## src/rtl/mul_iter_unit.sv

```systemverilog
// mul_iter_unit: iterative shift-add MUL/MLA (low word) with register-file write-back and N/Z flag update
//   in : clk, reset, start, mla, set_flags, dst, op_a, op_b, acc_in, flush
//   out: busy, pend_dst, wb_we, wb_addr, wb_data, flag_we, flag_n, flag_z, done
module mul_iter_unit #(
  parameter int WIDTH = 32,
  parameter int AW    = 4
) (
  input  logic             clk,
  input  logic             reset,
  input  logic             start,
  input  logic             mla,
  input  logic             set_flags,
  input  logic [AW-1:0]    dst,
  input  logic [WIDTH-1:0] op_a,
  input  logic [WIDTH-1:0] op_b,
  input  logic [WIDTH-1:0] acc_in,
  input  logic             flush,
  output logic             busy,
  output logic [AW-1:0]    pend_dst,
  output logic             wb_we,
  output logic [AW-1:0]    wb_addr,
  output logic [WIDTH-1:0] wb_data,
  output logic             flag_we,
  output logic             flag_n,
  output logic             flag_z,
  output logic             done
);
  localparam int CW = WIDTH > 1 ? $clog2(WIDTH) : 1;
  typedef enum logic [1:0] {IDLE, RUN, DONE} state_t;
  state_t           state_q;
  logic [WIDTH-1:0] a_q, b_q, acc_q, acc_d;
  logic [CW-1:0]    cnt_q;
  logic [AW-1:0]    dst_q;
  logic             sf_q;
  logic             busy_q, wb_we_q, flag_we_q, flag_n_q, flag_z_q, done_q;
  logic [AW-1:0]    pend_q, wb_addr_q;
  logic [WIDTH-1:0] wb_data_q;
  assign acc_d = b_q[0] ? acc_q + a_q : acc_q;
  always_ff @(posedge clk) begin
    if (reset) begin
      state_q   <= IDLE;
      a_q       <= '0;
      b_q       <= '0;
      acc_q     <= '0;
      cnt_q     <= '0;
      dst_q     <= '0;
      sf_q      <= 1'b0;
      busy_q    <= 1'b0;
      pend_q    <= '0;
      wb_we_q   <= 1'b0;
      wb_addr_q <= '0;
      wb_data_q <= '0;
      flag_we_q <= 1'b0;
      flag_n_q  <= 1'b0;
      flag_z_q  <= 1'b0;
      done_q    <= 1'b0;
    end else begin
      wb_we_q   <= 1'b0;
      flag_we_q <= 1'b0;
      done_q    <= 1'b0;
      if (flush) begin
        state_q <= IDLE;
        busy_q  <= 1'b0;
        pend_q  <= '0;
      end else begin
        case (state_q)
          IDLE: if (start) begin
            a_q     <= op_a;
            b_q     <= op_b;
            acc_q   <= mla ? acc_in : '0;
            dst_q   <= dst;
            sf_q    <= set_flags;
            cnt_q   <= '0;
            busy_q  <= 1'b1;
            pend_q  <= dst;
            state_q <= RUN;
          end
          RUN: begin
            acc_q <= acc_d;
            a_q   <= a_q << 1;
            b_q   <= b_q >> 1;
            cnt_q <= cnt_q + 1'b1;
            // Result strobes are registered on the last iteration edge so they appear in the DONE cycle.
            if (cnt_q == CW'(WIDTH - 1)) begin
              state_q   <= DONE;
              done_q    <= 1'b1;
              wb_we_q   <= dst_q != AW'(15);
              wb_addr_q <= dst_q;
              wb_data_q <= acc_d;
              if (sf_q) begin
                flag_we_q <= 1'b1;
                flag_n_q  <= acc_d[WIDTH-1];
                flag_z_q  <= acc_d == '0;
              end
            end
          end
          DONE: begin
            state_q <= IDLE;
            busy_q  <= 1'b0;
            pend_q  <= '0;
          end
          default: state_q <= IDLE;
        endcase
      end
    end
  end
  assign busy     = busy_q;
  assign pend_dst = pend_q;
  assign wb_we    = wb_we_q;
  assign wb_addr  = wb_addr_q;
  assign wb_data  = wb_data_q;
  assign flag_we  = flag_we_q;
  assign flag_n   = flag_n_q;
  assign flag_z   = flag_z_q;
  assign done     = done_q;
endmodule

```

## config.mk

```make
export PLATFORM = sky130hd
export DESIGN_NAME = mul_iter_unit
export DESIGN_NICKNAME = d
export VERILOG_FILES = /design/src/rtl/mul_iter_unit.sv
export SDC_FILE = /design/constraint.sdc
export NUM_CORES = 1
export LEC_CHECK = 0
export ABC_AREA = 1
export CORE_ASPECT_RATIO = 0.5
export CORE_MARGIN = 3
export CORE_UTILIZATION = 59
export CTS_CLUSTER_DIAMETER = 50
export DETAILED_ROUTE_END_ITERATION = 8
export PLACE_DENSITY = 0.87
export RECOVER_POWER = 50
export SYNTH_ARGS = -nofsm -noshare
export SYNTH_HDL_FRONTEND = slang
export SYNTH_SLANG_ARGS = --single-unit
export TNS_END_PERCENT = 100
```

## constraint.sdc

```tcl
create_clock -name clk -period 3.7 [get_ports clk]
set_input_delay 0.37 -clock clk [delete_from_list [all_inputs] [get_ports clk]]
set_output_delay 0.37 -clock clk [all_outputs]
set_load 0.02 [all_outputs]
```

==> metrics.yaml <==
grt_max_degree: 141
drt_wl_total_um: 30760
cts_max_level: 4
power_density_mw_per_mm2: 377.8
ys_async_sr_fraction_pct: 0
cp-end-kind: "flip-flop"
die_w_um: 182.2
core_mm2: 0.01482
place_hpwl_um: 21930
wl_per_cell_um: 17.04
fin_skew_ns: 0.008941
cpPeakStageDelay_ns: 0.47
drive_gt1_share_pct: 5.352
cts_hold_buf: 0
max_freq_ghz: 0.3365
clock_sinks: 154
sw_frac_of_total_pct: 29.52
cap_viol_max_count: 0
crit_type: "flip-flop to flip-flop"
vias: 10480
grt_remaining_overflow: 0
die-area_mm2: 0.01715
synth_edf_count: 0
worstMarginPinSlew_ns: 1.188
antenna_cells: 0
hold_viol_final: 0
drt-initial-drc-count: 1215
finalCritPeriodShare_pct: 80.31
syn_nets: 1620
grtUsageTotal_pct: 35.52
ys_types: 33
place_inst: 1773
rsz0062_at_grt: "false"
p_clk_share_pct: 42.0
dieHeight_um: 94.11
post-route-drc-count: 0
combPwrFrac_pct: 16.0
path_max_fanout: 4
avgViaCountPerCell: 5.808
rows: 31
avgSynthCellArea_um2: 6.189
ir_worst_vdd_mv: 0.3437
start_kind: "flip-flop"
synth_area_mm2: 0.009160
ios: 152
grt_pass1_wl_um: 49380
netSwitchingPower_uw: 1263
layout.nets: 1734
crit_top_cell: "nand2_1"
cp.required_ns: 4.06
synth_top_area_share_pct: 33.66
start_util_pct: 61.82
cts-resized-gates: 0
final_cell_mix: "nand2_1 (509), inv_1 (161), dfxtp_1 (154)"
synth-seq-cells: 154
netlist_top_cells_area: "dfxtp_1 (34%), nand2_1 (21%), o21ai_0 (7.1%), inv_1 (6.6%), a31oi_1 (4.8%)"
slowest_stage: "fa_1"
synthesis.instances: 1480
fill_cells: 1126
status: "finished clean"
cts_root_buf: "clkbuf_16"
cts_buffers: 17
postCtsSetupRepairBufs: 0
r2r_cells: 17
grt_pass1_vias: 9891
min_path_type: "flip-flop to flip-flop"
p_seq_share_pct: 42.0
place.gp.congestion: 1.035
synth_top_cell_by_area: "dfxtp_1"
clk_path_buf_depth: 2
portBuffers: 151
finalMaxSlewViolations: 0
insertion_delay_ns: 0.43
ant_nets: 0
ys.flop_type: "dfxtp_1"
final_common_cell: "nand2_1"
path_clk_slew_ns: 0.07
yosysWarnings: 0
p_leak_uw: 0.005397
arrival_ns: 3.33
slew_headroom_pct: 20.82
fin_cells: 1805
areaGrowthSynthToFinish_pct: 23.62
fin_crit_ns: 2.972
p_int_uw: 3015
setup_tns_ns: 0
antenna_found_initial: 0
first_pass_iters: 9
yosysSeqAreaShare_pct: 33.66
setup_viol: 0
path_cells: "ha_1, fa_1, nand2_1, nand2_1, nand3_1, nand2_1, nand2_1, nand2_1, nand2_1, nand2_1, nand2_1, nand3_1, nand2_1, nand2_1, nor2_1, nand3_1, a21oi_2"
holdPathStages: 2
cts_tree: "built"
-- logic make-up after synthesis --
family,after synthesis,share of synthesized area [%]
flops,154,33.66
simple gates,755,33.89
compound gates,295,17.51
fa+ha+maj,34,4.726
buf+inv,238,9.835
xor+xnor,4,0.3824
-- stage by stage --
stage / utilization [%] / cell area, µm² / setup WS [ns] / power [µW] / hold WS, ns
final: 76.42 / 11320 / 0.7285 / 4278 / 0.4808
after global routing: 76.42 / 11320 / 0.6900 / 4417 / 0.5035
after CTS: 76.70 / 11360 / 0.9806 / 4254 / 0.4837
after detailed placement: 72.73 / 10780 / 1.044 / 2491 / 0.4675
after global placement: 72.73 / 10780 / 1.127 / 2467 / 0.4580
after floorplan: - / 9160 / 1.582 / 2229 / 0.4410
-- worst paths after layout --
check / startpoint / endpoint / slack (ns)
worst max-delay path: a_q[0] / flag_z / 0.73
worst min-delay path: b_q[30] / b_q[29] / 0.48
worst max register to register: a_q[0] / flag_z / 0.73
worst min register to register: b_q[30] / b_q[29] / 0.48
-- routing by layer --
metal,vias to the layer above,part of all wire [%],track usage (%)
met4,0,3.2,13.36
met1,4795,42,46.39
met5,-,0,0
met3,103,9.0,7.386
li1,5011,-,-
met2,574,46,58.27
-- worst max-delay path, delay by kind of cell, from the launching register on --
family,cells,cell delay (ns)
adders and majority gates,2,0.75
and+or+nand+nor,14,1.70
AOI/OAI and AO/OA,1,0.14
DFF,1,0.33
-- sequential cells by signal, summed over array words and instances (netlist names), 2 cells and up --
register / count
wb_addr: 4
b_q: 32
dst_q: 4
wb_data: 32
cnt_q: 5
pend_dst: 4
a_q: 32
state_q: 2
acc_q: 32
-- layout make-up --
type,count,area (µm²),share of cell area (%)
clock buffer,17,425.4,3.757
clock inverter,15,162.7,1.436
inverter,166,624.3,5.514
multi-input combinational,1088,5157,45.55
sequential,154,3083,27.23
tap,198,247.7,2.188
timing repair buffer,167,1623,14.33
-- power groups by stage --
| stage | sequential [µW] | clock, µW | combinational, µW |
|---|---|---|---|
| 2_1_floorplan | 1810 | 0 | 419 |
| 3_3_place_gp | 1830 | 0 | 641 |
| 6_report | 1800 | 1800 | 684 |
| 4_1_cts | 1800 | 1780 | 674 |
| 3_5_place_dp | 1830 | 0 | 661 |
| 5_1_grt | 1800 | 1860 | 753 |
-- synthesized netlist by cell type, types with 2 or more instances --
master,n
ha_1,33
nor2_1,111
buf_2,6
nor3_2,2
nor2_2,9
nand2_1,506
o211ai_1,7
nand3_2,4
buf_1,5
a21oi_2,2
nor3_1,2
a31oi_1,70
inv_1,160
or2_2,11
o21ai_0,130
clkbuf_1,61
nand3_1,84
nand2_2,10
inv_2,4
nand3b_1,4
xor2_1,4
a21oi_1,81
clkinv_1,2
dfxtp_1,154
nand4_1,10
Note: power is estimated with default switching activity, not from simulation.
